## src/rtl/uart_pkg.sv

```systemverilog
// uart_pkg: shared FSM state type, register offsets and STATUS bit positions
// for the memory-mapped UART ports.
package uart_pkg;

    typedef enum logic [1:0] {
        IDLE,
        START,
        DATA,
        STOP
    } tx_state_t;

    localparam logic REG_DATA   = 1'b0;
    localparam logic REG_STATUS = 1'b1;

    localparam int STAT_FULL     = 0;
    localparam int STAT_EMPTY    = 1;
    localparam int STAT_BUSY     = 2;
    localparam int STAT_OVF      = 3;
    localparam int STAT_IRQ_MASK = 4;

endpackage

```

## src/rtl/sync_fifo.sv

```systemverilog
// sync_fifo: single-clock show-ahead FIFO, 2**AW entries of DW bits.
// Pointers carry one extra wrap bit so full and empty are distinguishable.
module sync_fifo #(
    parameter int DW = 8,
    parameter int AW = 4
) (
    input  logic          clk,
    input  logic          rst_n,
    input  logic          i_push,
    input  logic [DW-1:0] i_wdata,
    input  logic          i_pop,
    output logic [DW-1:0] o_rdata,
    output logic          o_full,
    output logic          o_empty
);

    logic [DW-1:0] r_mem [2**AW];
    logic [AW:0]   r_wptr;
    logic [AW:0]   r_rptr;
    logic          w_push_ok;
    logic          w_pop_ok;

    assign o_empty   = (r_wptr == r_rptr);
    assign o_full    = (r_wptr[AW] != r_rptr[AW]) && (r_wptr[AW-1:0] == r_rptr[AW-1:0]);
    // Flags come from the current pointers, so a push while full is refused
    // even when a pop happens on the same clock.
    assign w_push_ok = i_push & ~o_full;
    assign w_pop_ok  = i_pop & ~o_empty;
    assign o_rdata   = r_mem[r_rptr[AW-1:0]];

    always_ff @(posedge clk or negedge rst_n) begin
        if (!rst_n) begin
            r_wptr <= '0;
            r_rptr <= '0;
        end else begin
            if (w_push_ok) r_wptr <= r_wptr + {{AW{1'b0}}, 1'b1};
            if (w_pop_ok)  r_rptr <= r_rptr + {{AW{1'b0}}, 1'b1};
        end
    end

    always_ff @(posedge clk) begin
        if (w_push_ok) r_mem[r_wptr[AW-1:0]] <= i_wdata;
    end

endmodule

```

## src/rtl/uart_tx_port.sv

```systemverilog
// uart_tx_port: memory-mapped 8N1 serial transmitter (DATA/STATUS registers, FIFO, baud FSM).
// Define UART_TX_IRQ_EN to add the irq output and the STATUS irq_mask bit.
module uart_tx_port
    import uart_pkg::*;
#(
    parameter logic [15:0] BASE_ADDR = 16'h8410,
    parameter int          CLK_DIV   = 217,
    parameter int          FIFO_AW   = 4
) (
    input  logic        clk,
    input  logic        reset_n,
    input  logic [15:0] bus_addr,
    input  logic [7:0]  bus_wdata,
    input  logic        bus_wr_stb,
    input  logic        bus_rd_stb,
    output logic [7:0]  bus_rdata,
    output logic        bus_hit,
`ifdef UART_TX_IRQ_EN
    output logic        irq,
`endif
    output logic        tx
);

    localparam logic [15:0] BAUD_LAST = 16'(CLK_DIV - 1);

    tx_state_t   r_state, w_state_nxt;
    logic [15:0] r_baud, w_baud_nxt;
    logic [2:0]  r_bit, w_bit_nxt;
    logic [7:0]  r_shift, w_shift_nxt;
    logic        r_tx, w_tx_nxt;
    logic        r_ovf;
    logic [7:0]  r_rdata;
    logic [7:0]  w_fifo_rdata;
    logic [7:0]  w_status;
    logic        w_full, w_empty, w_pop, w_busy, w_baud_done;
    logic        w_wr_data, w_wr_status, w_rd;

    assign bus_hit     = (bus_addr[15:1] == BASE_ADDR[15:1]);
    assign w_wr_data   = bus_wr_stb & bus_hit & (bus_addr[0] == REG_DATA);
    assign w_wr_status = bus_wr_stb & bus_hit & (bus_addr[0] == REG_STATUS);
    assign w_rd        = bus_rd_stb & bus_hit;
    assign w_busy      = (r_state != IDLE);
    assign w_baud_done = (r_baud == BAUD_LAST);
    assign bus_rdata   = r_rdata;
    assign tx          = r_tx;

    sync_fifo #(
        .DW (8),
        .AW (FIFO_AW)
    ) u_fifo (
        .clk     (clk),
        .rst_n   (reset_n),
        .i_push  (w_wr_data),
        .i_wdata (bus_wdata),
        .i_pop   (w_pop),
        .o_rdata (w_fifo_rdata),
        .o_full  (w_full),
        .o_empty (w_empty)
    );

`ifdef UART_TX_IRQ_EN
    logic r_irq_mask;

    always_ff @(posedge clk or negedge reset_n) begin
        if (!reset_n)         r_irq_mask <= 1'b0;
        else if (w_wr_status) r_irq_mask <= bus_wdata[STAT_IRQ_MASK];
    end

    assign irq = r_irq_mask & ((w_empty & ~w_busy) | r_ovf);
`endif

    always_comb begin
        w_status = '0;
        w_status[STAT_FULL]  = w_full;
        w_status[STAT_EMPTY] = w_empty;
        w_status[STAT_BUSY]  = w_busy;
        w_status[STAT_OVF]   = r_ovf;
`ifdef UART_TX_IRQ_EN
        w_status[STAT_IRQ_MASK] = r_irq_mask;
`endif
    end

    always_ff @(posedge clk or negedge reset_n) begin
        if (!reset_n) begin
            r_ovf   <= 1'b0;
            r_rdata <= 8'h00;
        end else begin
            if (w_wr_data && w_full) r_ovf <= 1'b1;
            else if (w_wr_status)    r_ovf <= 1'b0;
            if (w_rd) r_rdata <= (bus_addr[0] == REG_STATUS) ? w_status : 8'h00;
        end
    end

    // tx is registered from the next-state decode so the line never glitches.
    always_comb begin
        w_state_nxt = r_state;
        w_baud_nxt  = r_baud + 16'd1;
        w_bit_nxt   = r_bit;
        w_shift_nxt = r_shift;
        w_tx_nxt    = r_tx;
        w_pop       = 1'b0;
        unique case (r_state)
            IDLE: begin
                w_baud_nxt = 16'd0;
                w_tx_nxt   = 1'b1;
                if (!w_empty) begin
                    w_pop       = 1'b1;
                    w_shift_nxt = w_fifo_rdata;
                    w_state_nxt = START;
                    w_tx_nxt    = 1'b0;
                end
            end
            START: begin
                if (w_baud_done) begin
                    w_baud_nxt  = 16'd0;
                    w_bit_nxt   = 3'd0;
                    w_state_nxt = DATA;
                    w_tx_nxt    = r_shift[0];
                end
            end
            DATA: begin
                if (w_baud_done) begin
                    w_baud_nxt = 16'd0;
                    if (r_bit == 3'd7) begin
                        w_state_nxt = STOP;
                        w_tx_nxt    = 1'b1;
                    end else begin
                        w_bit_nxt   = r_bit + 3'd1;
                        w_shift_nxt = {1'b0, r_shift[7:1]};
                        w_tx_nxt    = r_shift[1];
                    end
                end
            end
            STOP: begin
                if (w_baud_done) begin
                    w_baud_nxt = 16'd0;
                    if (!w_empty) begin
                        w_pop       = 1'b1;
                        w_shift_nxt = w_fifo_rdata;
                        w_state_nxt = START;
                        w_tx_nxt    = 1'b0;
                    end else begin
                        w_state_nxt = IDLE;
                        w_tx_nxt    = 1'b1;
                    end
                end
            end
            default: begin
                w_state_nxt = IDLE;
                w_tx_nxt    = 1'b1;
            end
        endcase
    end

    always_ff @(posedge clk or negedge reset_n) begin
        if (!reset_n) begin
            r_state <= IDLE;
            r_baud  <= 16'd0;
            r_bit   <= 3'd0;
            r_tx    <= 1'b1;
        end else begin
            r_state <= w_state_nxt;
            r_baud  <= w_baud_nxt;
            r_bit   <= w_bit_nxt;
            r_tx    <= w_tx_nxt;
        end
    end

    always_ff @(posedge clk) begin
        r_shift <= w_shift_nxt;
    end

endmodule

```

## config.mk

```make
export PLATFORM = sky130hd
export DESIGN_NAME = uart_tx_port
export DESIGN_NICKNAME = d
export VERILOG_FILES = /design/src/rtl/uart_pkg.sv /design/src/rtl/sync_fifo.sv /design/src/rtl/uart_tx_port.sv
export SDC_FILE = /design/constraint.sdc
export NUM_CORES = 1
export LEC_CHECK = 0
export BUFFER_PORTS_ARGS = -buffer_cell sky130_fd_sc_hd__buf_2
export CAP_MARGIN = 25
export CORE_MARGIN = 2
export CORE_UTILIZATION = 55
export DETAILED_ROUTE_END_ITERATION = 10
export HOLD_SLACK_MARGIN = 0.12
export PLACE_DENSITY = 0.8
export SYNTH_ARGS = -nofsm -noshare
export SYNTH_HDL_FRONTEND = slang
export SYNTH_SLANG_ARGS = --single-unit
```

## constraint.sdc

```tcl
create_clock -name clk -period 2.3 [get_ports clk]
set_input_delay 0.23 -clock clk [delete_from_list [all_inputs] [get_ports clk]]
set_output_delay 0.23 -clock clk [all_outputs]
set_load 0.05 [all_outputs]
```

[After elaboration in Yosys (flattened, before gate mapping)]
Memories as Yosys holds them, arrays and structs flattened.
Cells that the tools add are included.
Word-level totals
  flip-flop bits (word level): 49
  memories kept: 1
  input port bits: 28
  memory bits (writable): 128
Cells by class
  $add $sub $neg: 4
  reductions and logical operators: 12
  multiplexer cells: 32
  bitwise gates (word level): 9
  equality and inequality tests: 15
Memory list
  u_fifo.r_mem: depth 16, width 8, rd ports 1, clocked after memory_dff 0, write ports 1, RTL line sync_fifo.sv:17  | logic [DW-1:0] r_mem [2**AW];
Operator list (count)
  $mux W8: 4
  $pmux W16 S2: 1
  $pmux W8 S3: 1
  $add A16 B1 Y16 const B: 1
  $eq A16 B8 Y1 const B: 1
  $mux W16: 1
  $eq A15 B15 Y1 const B: 1
  $mux W1: 12
  $ne A2 B2 Y1 const B: 6
  $add A5 B1 Y5 const B: 2
  $mux W2: 5
  $mux W3: 3
  $pmux W2 S4: 1
  $reduce_and A4 Y1: 2
  $and A1 B1 Y1: 6
  $pmux W3 S2: 1
  $reduce_bool A2 Y1: 3
  $eq A5 B5 Y1: 1
  $reduce_and A5 Y1: 1
  $eq A2 B2 Y1 const B: 2
  $eq A4 B4 Y1: 1
  $mux W4: 1
  $pmux W1 S4: 1
  $add A3 B1 Y3 const B: 1
  other kinds (10): 13

[Depth between registers and ports, before layout]
Gate-level depths: netlist of run 1.
  depth after elaboration: 6
  depth in mapped cells: 8
  mapped depth without buffers: 7

[Modules after synthesis]
A second synthesis of run 1 with hierarchy kept.
Unflattened totals
  cell total of the unflattened synthesis: 463
  area total of the unflattened synthesis: 7584.8 um2
By module, submodules not included
  sync_fifo: sequential area each 4093.9 um2, times used 1, cells an instance 278, area each 5626.6 um2
  uart_tx_port: sequential area each 917.1 um2, times used 1, cells an instance 185, area each 1958.1 um2

[Worst setup path after synthesis of run 1]
No wires, ideal clock.
  path kind: input -> register
  start: in bus_addr[7]
  end: mem u_fifo.r_mem[3][0], enable pin
  arrival: 2156 ps
  setup time: 383 ps
  slack: -239 ps
  cell stages on the path: 6
  path through: nor4b_1 > and4_1 > o2111a_1 > buf_2 > nand2_1 > nor3_1
On the way
  longest elaborated chain between the ends: 6
Ends and longest elaborated chain
  start: declaration: RTL line uart_tx_port.sv:12  | input logic [15:0] bus_addr,
  $eq A15 B15 Y1: RTL line uart_tx_port.sv:38  | assign bus_hit = (bus_addr[15:1] == BASE_ADDR[15:1]);
  via bus_hit: RTL line uart_tx_port.sv:17  | output logic bus_hit,
  $and A1 B1 Y1 (2 in series): RTL line uart_tx_port.sv:39  | assign w_wr_data = bus_wr_stb & bus_hit & (bus_addr[0] == REG_DATA);
  $and A1 B1 Y1: RTL line sync_fifo.sv:27  | assign w_push_ok = i_push & ~o_full;
  $mux W1: RTL line sync_fifo.sv:42  | if (w_push_ok) r_mem[r_wptr[AW-1:0]] <= i_wdata;
  $mux W1 (not written as such): RTL line sync_fifo.sv:42
  end: declaration: RTL line sync_fifo.sv:17
The timed path passes the listed nets, and every way through them passes these cells.

[Worst setup path in the final report of run 1]
  start: reg u_fifo.r_rptr[0]
  end: reg r_shift[2] (data pin)
On the way
  longest elaborated chain between the ends: 4
  elaborated cells between the ends (all ways): 5
  classes of those cells: 1 x eq/ne; 3 x mux; 1 x memory
Ends and longest elaborated chain
  start: declaration: RTL line sync_fifo.sv:19  | logic [AW:0] r_rptr;
  start signal: assignment: RTL line sync_fifo.sv:37  | if (w_pop_ok) r_rptr <= r_rptr + {{AW{1'b0}}, 1'b1};
  $mem_v2 Z16 W8 or $eq A5 B5 Y1 (tied branches)
  $mux W8 *: RTL line uart_tx_port.sv:106, uart_tx_port.sv:137
  $mux W8: RTL line uart_tx_port.sv:135  | if (w_baud_done) begin
  $pmux W8 S3 *: RTL line uart_tx_port.sv:102  | unique case (r_state)
  via w_shift_nxt[2]: RTL line uart_tx_port.sv:29  | logic [7:0] r_shift, w_shift_nxt;
  end signal: assignment: RTL line uart_tx_port.sv:170  | r_shift <= w_shift_nxt;
  end: declaration: RTL line uart_tx_port.sv:29
The timed path passes the listed nets; every way through them passes the cells marked *. The select of a mux whose other input is x is not followed.
A chain may end at the register's enable or synchronous reset.

==> results of run 1 <==
==> metal layers <==
layer | up-vias | global-route usage | wire, um
li1 | 1901 | - | -
met1 | 2105 | 0.2968 | 6262
met2 | 193 | 0.3466 | 7273
met3 | 29 | 0.05323 | 1031
met4 | 0 | 0.1074 | 364
met5 | - | 0 | 0
==> worst min path at each step <==
stage                 start                       endpoint  slack, ns
2_1_floorplan       reset_n       bus_rdata[0]$_DFFE_PN0P_      -0.07
6_report       bus_wdata[7]   u_fifo.r_mem[8][7]$_DFFE_PP_       0.20
3_3_place_gp        reset_n            r_baud[2]$_DFF_PN0_       0.36
5_1_grt        bus_wdata[5]  u_fifo.r_mem[10][5]$_DFFE_PP_       0.21
4_1_cts        bus_wdata[5]   u_fifo.r_mem[8][5]$_DFFE_PP_       0.19
3_5_place_dp        reset_n            r_baud[4]$_DFF_PN0_       0.38
==> per-stage QoR <==
step	util	hold slack, ns
2_1_floorplan	-	-0.06559
3_3_place_gp	0.6027	0.3605
3_5_place_dp	0.6027	0.3820
4_1_cts	0.6452	0.1939
5_1_grt	0.6456	0.2074
6_report	0.6456	0.1989
==> logic make-up after synthesis <==
| family | count (synthesis) | share of synthesized area |
|---|---|---|
| AO/OA/AOI/OAI | 46 | 0.04407 |
| XOR/XNOR | 27 | 0.03191 |
| adder cells (fa/ha/maj) | 14 | 0.02364 |
| buffers and inverters | 39 | 0.02617 |
| flip-flops | 173 | 0.6762 |
| multiplexers | 41 | 0.1106 |
| other | 1 | 0.0005060 |
| AND/OR/NAND/NOR | 122 | 0.08695 |
==> cell usage after synthesis (all sizes together), types with 3 or more instances <==
library cell  instances
nand4                 5
nor2                 21
nand2                36
edfxtp              136
mux2i                 5
xor2                 14
a22o                  3
and4                  6
inv                  12
a211oi                5
o41ai                 6
mux2                  4
and2                  3
nand2b                3
nor4                  5
o21ai                 8
dfrtp                36
o32ai                 4
ha                   14
xnor2                13
or3                   3
nor3                  7
o22ai                 6
mux4                 32
nand3                 8
a21oi                 7
buf                  17
nor2b                 6
clkbuf               10
and3                 16
==> placed cells by master, fill, tap and decap left out, types with 3 or more instances in the layout <==
cell type / netlist / routed
mux4_2: 32 / 32
mux2i_1: 5 / 5
conb_1: 1 / 4
and4_1: 6 / 6
nand2b_1: 3 / 3
nor4_1: 3 / 3
dfrtp_1: 36 / 35
buf_2: 8 / 33
and2_1: 3 / 3
ha_1: 14 / 14
o22ai_1: 6 / 6
clkbuf_1: 10 / 3
and3_1: 16 / 16
xnor2_1: 13 / 13
nand2_1: 36 / 36
nand3_1: 8 / 8
o41ai_1: 6 / 6
a22o_1: 3 / 3
edfxtp_1: 136 / 136
o32ai_1: 4 / 4
a211oi_1: 5 / 4
nor3_1: 7 / 6
a21oi_1: 6 / 6
buf_12: 0 / 3
nor2b_1: 6 / 6
dlygate4sd3_1: 0 / 3
clkbuf_16: 0 / 17
buf_4: 8 / 30
clkinv_2: 0 / 3
inv_1: 12 / 12
o21ai_0: 8 / 8
mux2_2: 3 / 3
xor2_1: 14 / 14
nand4_1: 5 / 5
nor2_1: 20 / 20
==> area by class of cell <==
class / instances / area [um2] / share of cell area
Multi-Input combinational cell: 254 / 2227 / 0.2615
Inverter: 12 / 45.04 / 0.005289
Clock inverter: 10 / 93.84 / 0.01102
Sequential cell: 173 / 5012 / 0.5886
Clock buffer: 20 / 436.7 / 0.05128
Tap cell: 176 / 220.2 / 0.02586
Timing Repair Buffer: 69 / 480.5 / 0.05642
==> state kept, by name (all words and copies together), names as in the netlist <==
name,count
u_fifo.r_mem,128
r_state,2
r_bit,3
r_baud,16
r_shift,8
r_ovf,1
u_fifo.r_wptr,5
bus_rdata,4
tx,1
u_fifo.r_rptr,5
==> worst max-delay path, stage by stage (launching register included) <==
cell and delay [ns]:
dfrtp_2 0.44, buf_12 0.18, mux4_2 0.50, nor2b_1 0.16, a211oi_1 0.43, o41ai_1 0.15
==> timing repair <==
action | 4_1_cts | 5_1_grt
hold buffers | 3 | 0
endpoints found under the setup margin | 0 | 1
resized for setup | 0 | 1
hold endpoints to repair | 40 | 0
==> power groups by stage <==
stage          logic, uW  registers [uW]  clock network (uW)
6_report            90.9            3370                2620
5_1_grt              102            3370                2760
4_1_cts             94.2            3370                2650
3_5_place_dp        91.5            3440                   0
3_3_place_gp        86.9            3440                   0
2_1_floorplan       22.3            3440                   0
==> flow_summary.toml, run 1 <==
[synthesis]
ys_ff_latch = 173
syn_inst = 463
yosysTopAreaCell = "edfxtp_1"
synth_edf_count = 136
synth_area_um2 = 7411
async_flop_share = 0.2139
ys.flop_type = "edfxtp_1"
avgSynthCellArea_um2 = 16.01
yosysSeqAreaShare = 0.6762
synth_top_area_frac = 0.5511
synth_cell_types = 49
synth_area_leaders = "edfxtp_1, dfrtp_1, mux4_2"
yosys_warnings = 0

[placement]
dp_slack_ns = 0.1008
dp_cells = 681
numPortBuffers = 33
place.gp.congestion = 0.8290
place_area_um2 = 7950
dp_hpwl_um = 9852

[pwr]
p_int_uw = 4872
peakVddDrop_mv = 0.6541
clockPowerShare = 0.431
p_total_uw = 6086
leakage_uw = 0.003195
seq_power_share = 0.554
power.density_nw_per_um2 = 714.7
power_frac_comb = 0.015
swShare = 0.1994
p_sw_uw = 1214

[cts]
clk_latency_ns = 0.43
cts_sinks = 173
path_clk_slew_ns = 0.06
cts_inserted_buffers = 17
post_cts_buffers = 0
root_buffer = "clkbuf_16"
clock_tree.buffer_depth = 2
cts_tree = "built"
htree_levels = 4

[global_routing]
grt_pass1_wl_um = 23390
first_global_vias = 4244
grt_usage = 0.2225
grt-ovfl-total = 0
grt_antenna_before_repair = 0
grt_max_degree = 38

[setup_path]
crit_path_start_kind = "flop"
crit_start = "u_fifo.r_rptr[0]$_DFFE_PN0P_"
r2r_slack_ns = 0.17
cp-end-kind = "flop"
crit_end = "r_shift[2]$_DFFE_PP_"
regToRegStartpoint = "u_fifo.r_rptr[0]$_DFFE_PN0P_"
reg2reg_to = "r_shift[2]$_DFFE_PP_"
arrival_ns = 2.30
path_class = "reg2reg"
ff2ff_path_depth = 5
required_ns = 2.46
crit_fanout = 13

[sta]
clock-skew-final_ns = 0.006484
hold_viol = 0
worstMarginPinSlew_ns = 0.8245
setup_violations = 0
fin_crit_ns = 2.135
grt_setup_unrepaired = "no"
timing.final.crit_share = 0.9282
fin_tns_setup_ns = 0
maxSlewViolCount = 0
slew_headroom = 0.4503
fin_ws_ns = 0.1651
fmax_mhz = 468.4

[detailed_routing]
drtAntennaViolNets = 0
wl_per_cell_um = 20.91
wirelength_um = 14930
vias = 4228
vias_per_cell = 5.922
first_pass_iters = 5
drtIter0Drc = 434
drc = 0

[die]
ios = 38
row_count = 42
core_area_um2 = 13190
fp.dieW_um = 120.1
initial_utilization = 0.5618
die_y_um = 120.1
die_area_um2 = 14420

[cells_and_area]
area_growth_syn_to_layout_pct = 14.91
layout-drive-gt1-share = 0.2546
fill_cells = 893
n_antenna_cell = 0
num-nets-final = 569
fin_cells = 714
finish.instance_area_um2 = 8516

[flow_run]
cap_viol_max_count = 0

[run_status]
status = "finished, final reports clean"

[min_path]
worstHoldPathCells = 1
min_path_type = "in2reg"
Power figures use the tool's default switching activity.
==> run 2, diff against run 1 <==
Settings changed: MAX_ROUTING_LAYER set to met4.
==> run 2 against run 1 <==
  * Sequential cell count unchanged
  * Final area stayed put
  * Sequential share of layout area unchanged
  * Fmax about the same
  * First-iteration DRC count shrank 3.2%
  * Non-clock buffer count unchanged
  * Die area unchanged
  * Clock power about the same
  * Global-route usage increased by 0.65 points
  * Setup slack hardly changed
  * Critical path depth did not move
==> flow_summary.toml, run 2 (synthesis results as in run 1) <==
[sta]
slew_headroom = 0.4455
fmax_mhz = 468.3
hold_viol = 0
worstMarginPinSlew_ns = 0.8318
clock-skew-final_ns = 0.01014
fin_tns_setup_ns = 0
timing.final.crit_share = 0.9284
grt_setup_unrepaired = "no"
fin_crit_ns = 2.135
setup_violations = 0
maxSlewViolCount = 0

[cts]
post_cts_buffers = 0
root_buffer = "clkbuf_16"
clk_latency_ns = 0.43
clock_tree.buffer_depth = 2
cts_sinks = 173
htree_levels = 4
path_clk_slew_ns = 0.06
cts_inserted_buffers = 17
cts_tree = "built"

[placement]
dp_hpwl_um = 9852
numPortBuffers = 33
place.gp.congestion = 0.8416
place_area_um2 = 7950
dp_cells = 681

[cells_and_area]
final_cell_mix = "edfxtp_1, nand2_1, dfrtp_1"
fin_cells = 714
n_antenna_cell = 0
area_growth_syn_to_layout_pct = 14.91
num-nets-final = 569
largest_reg_flops = 128
layout-drive-gt1-share = 0.2546
layout_commonest_cell = "edfxtp_1"
fin_util = 0.6456
finish.instance_area_um2 = 8516

[setup_path]
crit_path_start_kind = "flop"
crit_fanout = 13
path_class = "reg2reg"
required_ns = 2.46
ff2ff_path_depth = 5
arrival_ns = 2.29
cp-end-kind = "flop"
r2r_slack_ns = 0.16
regToRegStartpoint = "u_fifo.r_rptr[0]$_DFFE_PN0P_"
reg2reg_to = "r_shift[2]$_DFFE_PP_"

[global_routing]
grt_max_degree = 38
grt_pass1_wl_um = 23470
first_global_vias = 4226
grt_antenna_before_repair = 0
grt-ovfl-total = 0
grt_usage = 0.2290

[detailed_routing]
wl_per_cell_um = 20.86
first_pass_iters = 6
drtAntennaViolNets = 0
vias = 4215
drtIter0Drc = 420
wirelength_um = 14890
vias_per_cell = 5.903
drc = 0

[min_path]
min_path_type = "in2reg"
whs_endpoint = "u_fifo.r_mem[10][7]$_DFFE_PP_"
worstHoldPathCells = 1
hp-start = "bus_wdata[7]"

[pwr]
peakVddDrop_mv = 0.6547
p_total_uw = 6086
power.density_nw_per_um2 = 714.6
leakage_uw = 0.003195

[run_status]
status = "finished, final reports clean"

[flow_run]
cap_viol_max_count = 0

[die]
fp.dieW_um = 120.1
die_y_um = 120.1
row_count = 42
core_area_um2 = 13190
initial_utilization = 0.5618
die_area_um2 = 14420
ios = 38
[run 2: area by class of cell]
type                       instances  area [um2]
clock buffer                      20       436.7
clock inverter                    10       93.84
fill                             893        4674
inverter                          12       45.04
multi-input combinational        254        2227
sequential                       173        5012
tap                              176       220.2
timing repair buffer              69       480.5
[run 2: report_power, final]
group / internal (uW) / total, uW / leakage [uW] / switching (uW)
sequential: 3370 / 3370 / 0.00170 / 0.0625
clock: 1480 / 2620 / 0.000259 / 1140
combinational: 20.4 / 91.1 / 0.00123 / 70.6
total: 4870 / 6090 / 0.00319 / 1210
[run 2: worst max-delay path by stage]
stage / startpoint / to / slack (ns) / cells after the start
3_3_place_gp: u_fifo.r_rptr[0]$_DFFE_PN0P_ / r_shift[3]$_DFFE_PP_ / 0.14 / 5
4_1_cts: u_fifo.r_rptr[0]$_DFFE_PN0P_ / r_shift[3]$_DFFE_PP_ / 0.05 / 5
6_report: u_fifo.r_rptr[0]$_DFFE_PN0P_ / r_shift[2]$_DFFE_PP_ / 0.16 / 5
5_1_grt: r_baud[0]$_DFF_PN0_ / r_state[1]$_DFFE_PN0P_ / 0.08 / 8
2_1_floorplan: bus_addr[7] / u_fifo.r_mem[3][0]$_DFFE_PP_ / 0.004 / 6
3_5_place_dp: u_fifo.r_rptr[0]$_DFFE_PN0P_ / r_shift[3]$_DFFE_PP_ / 0.10 / 5
[run 2: stage by stage]
stage,hold WS (ns),setup slack [ns]
2_1_floorplan,-0.06559,0.003903
3_3_place_gp,0.3605,0.1409
3_5_place_dp,0.3820,0.1008
4_1_cts,0.1939,0.04637
5_1_grt,0.2060,0.07987
6_report,0.1990,0.1647
[run 2: critical path: stages (launching register included)]
cell	delay, ns
dfrtp_2	0.44
buf_12	0.18
mux4_2	0.49
nor2b_1	0.16
a211oi_1	0.43
o41ai_1	0.16
[run 2: per-layer routing]
layer / track usage / vias to the layer above / wire (um)
met5: - / - / 0
met4: 0.08529 / 0 / 231
met2: 0.3526 / 162 / 7391
met1: 0.3008 / 2126 / 6377
met3: 0.05371 / 24 / 894
li1: - / 1903 / -
[run 2: timing repair]
action	4_1_cts	5_1_grt
resized for setup	0	1
hold buffers	3	0
endpoints found under the hold margin	40	0
endpoints found under the setup margin	0	1
==> run 3, diff against run 2 <==
Settings changed: MAX_ROUTING_LAYER met4 to not set, RECOVER_POWER set to 25.
Clock period 2.3 ns to 1.9 ns, I/O delays scaled along.
==> run 3 against run 2 <==
  * The run now ends with negative setup slack left
  * Worst hold slack worse by 0.036 ns
  * Setup slack lost 0.33 ns
  * Sequential share of layout area decreased by 3.4 points
  * Sequential power grew 21%
==> flow_summary.toml, run 3 (synthesis results as in run 1) <==
[cells_and_area]
seqCellArea_um2 = 5012
layout-drive-gt1-share = 0.3322
finish.instance_area_um2 = 9040
n_antenna_cell = 0
multi_input_area_um2 = 2360
area_growth_syn_to_layout_pct = 21.98
fin_cells = 748
final_cell_mix = "edfxtp_1, buf_4, nand2_1, dfrtp_1, mux4_2"
fin_util = 0.6854
largest_reg_flops = 128
layout_commonest_cell = "edfxtp_1"
fill_cells = 845
num-nets-final = 601

[detailed_routing]
wl_per_cell_um = 21.16
first_pass_iters = 5
drc = 0
wirelength_um = 15830
drtIter0Drc = 479
drtAntennaViolNets = 0
vias = 4382
vias_per_cell = 5.858

[die]
die_y_um = 120.1
core_area_um2 = 13190
ios = 38
die_area_um2 = 14420
row_count = 42
fp.dieW_um = 120.1
initial_utilization = 0.5618

[placement]
dp_hpwl_um = 10200
numPortBuffers = 33
dp_cells = 705
place_area_um2 = 8265
place.gp.congestion = 0.8042

[cts]
cts_tree = "built"
root_buffer = "clkbuf_16"
htree_levels = 4
path_clk_slew_ns = 0.07
clk_latency_ns = 0.43
cts_sinks = 173
clock_tree.buffer_depth = 2
cts_inserted_buffers = 17

[sta]
worstMarginPinSlew_ns = 0.7344
maxSlewViolCount = 0
fmax_mhz = 484.8
fin_ws_ns = -0.1625
setup_violations = 76
fin_crit_ns = 2.063
slew_headroom = 0.5104
fin_tns_setup_ns = -2.802
timing.final.crit_share = 1.086
hold_viol = 0
grt_setup_unrepaired = "yes"
clock-skew-final_ns = 0.01038

[pwr]
swShare = 0.2060
p_sw_uw = 1574
peakVddDrop_mv = 0.8598
leakage_uw = 0.003393
power.density_nw_per_um2 = 845.6
seq_power_share = 0.534
power_frac_comb = 0.015
clockPowerShare = 0.451
p_int_uw = 6069

[run_status]
status = "finished, violations left"
violations = "negative setup slack"

[flow_run]
cap_viol_max_count = 0

[global_routing]
grt_max_degree = 30
grt-ovfl-total = 0
first_global_vias = 4557
grt_pass1_wl_um = 24920
grt_antenna_before_repair = 0
grt_usage = 0.2359

[setup_path]
arrival_ns = 2.24
crit_fanout = 11
crit_path_start_kind = "flop"
required_ns = 2.07
cp-end-kind = "flop"
path_class = "reg2reg"

[min_path]
min_path_type = "in2reg"
-- run 3: cell types whose count changed in the layout (fill, tap and decap cells not counted), sizes merged --
| cell | change |
|---|---|
| buf | +28 |
| bufinv | +1 |
| clkbuf | +1 |
| clkinv | -1 |
| inv | +5 |
-- run 3: final timing paths --
path                                         startpoint                            to  slack [ns]  cells past startpoint
min in group asynchronous                       reset_n           r_baud[7]$_DFF_PN0_        0.27                      2
hold reg to reg                bus_rdata[1]$_DFFE_PN0P_      bus_rdata[1]$_DFFE_PN0P_        0.47                      2
hold / removal                               bus_rd_stb      bus_rdata[2]$_DFFE_PN0P_        0.16                      3
max in group asynchronous                       reset_n  u_fifo.r_rptr[0]$_DFFE_PN0P_        1.08                      3
setup / recovery           u_fifo.r_rptr[0]$_DFFE_PN0P_          r_shift[2]$_DFFE_PP_       -0.16                      7
setup reg to reg           u_fifo.r_rptr[0]$_DFFE_PN0P_          r_shift[2]$_DFFE_PP_       -0.16                      7
-- run 3: timing repair --
action                                 4_1_cts  5_1_grt
buffers inserted                             1        7
endpoints found under the hold margin       25        0
pin swaps                                    5        2
hold buffers                                 3        0
resized for setup                           12       12
setup endpoints to repair                   91      150
cloned                                       0        0
-- run 3: area by class of cell --
cell class	count	share of cell area
Multi-Input combinational cell	254	0.2610
Sequential cell	173	0.5545
Clock inverter	15	0.01758
Tap cell	176	0.02436
Clock buffer	17	0.04706
Inverter	12	0.004983
Timing Repair Buffer	101	0.09052
-- run 3: power groups by stage --
stage / logic, uW / registers, uW / clock network [uW]
finish: 116 / 4080 / 3450
floorplan: 27.6 / 4160 / 0
global route: 127 / 4080 / 3650
global placement: 106 / 4160 / 0
detailed placement: 113 / 4160 / 0
CTS: 119 / 4080 / 3510
-- run 3: per-layer routing --
| layer | up-vias | track usage | share of wire |
|---|---|---|---|
| li1 | 1972 | - | - |
| met5 | - | 0 | 0 |
| met1 | 2203 | 0.2998 | 0.40 |
| met4 | 0 | 0.09265 | 0.027 |
| met3 | 34 | 0.06369 | 0.059 |
| met2 | 173 | 0.3885 | 0.51 |
-- run 3: through the flow --
step                setup WS (ns)  hold slack (ns)  power (uW)
global placement          -0.1800           0.1777        4268
CTS                      -0.08150           0.1439        7706
global route              -0.1949           0.1809        7855
finish                    -0.1625           0.1631        7644
detailed placement        -0.2037           0.1887        4276
floorplan                -0.01656          -0.1056        4191
-- run 3: critical path, cell delays in order (launching register included) --
cell and delay, ns:
dfrtp_2 0.44, buf_12 0.16, buf_4 0.11, mux4_2 0.51, nor2b_1 0.17, a211oi_2 0.19
buf_4 0.15, o41ai_1 0.06
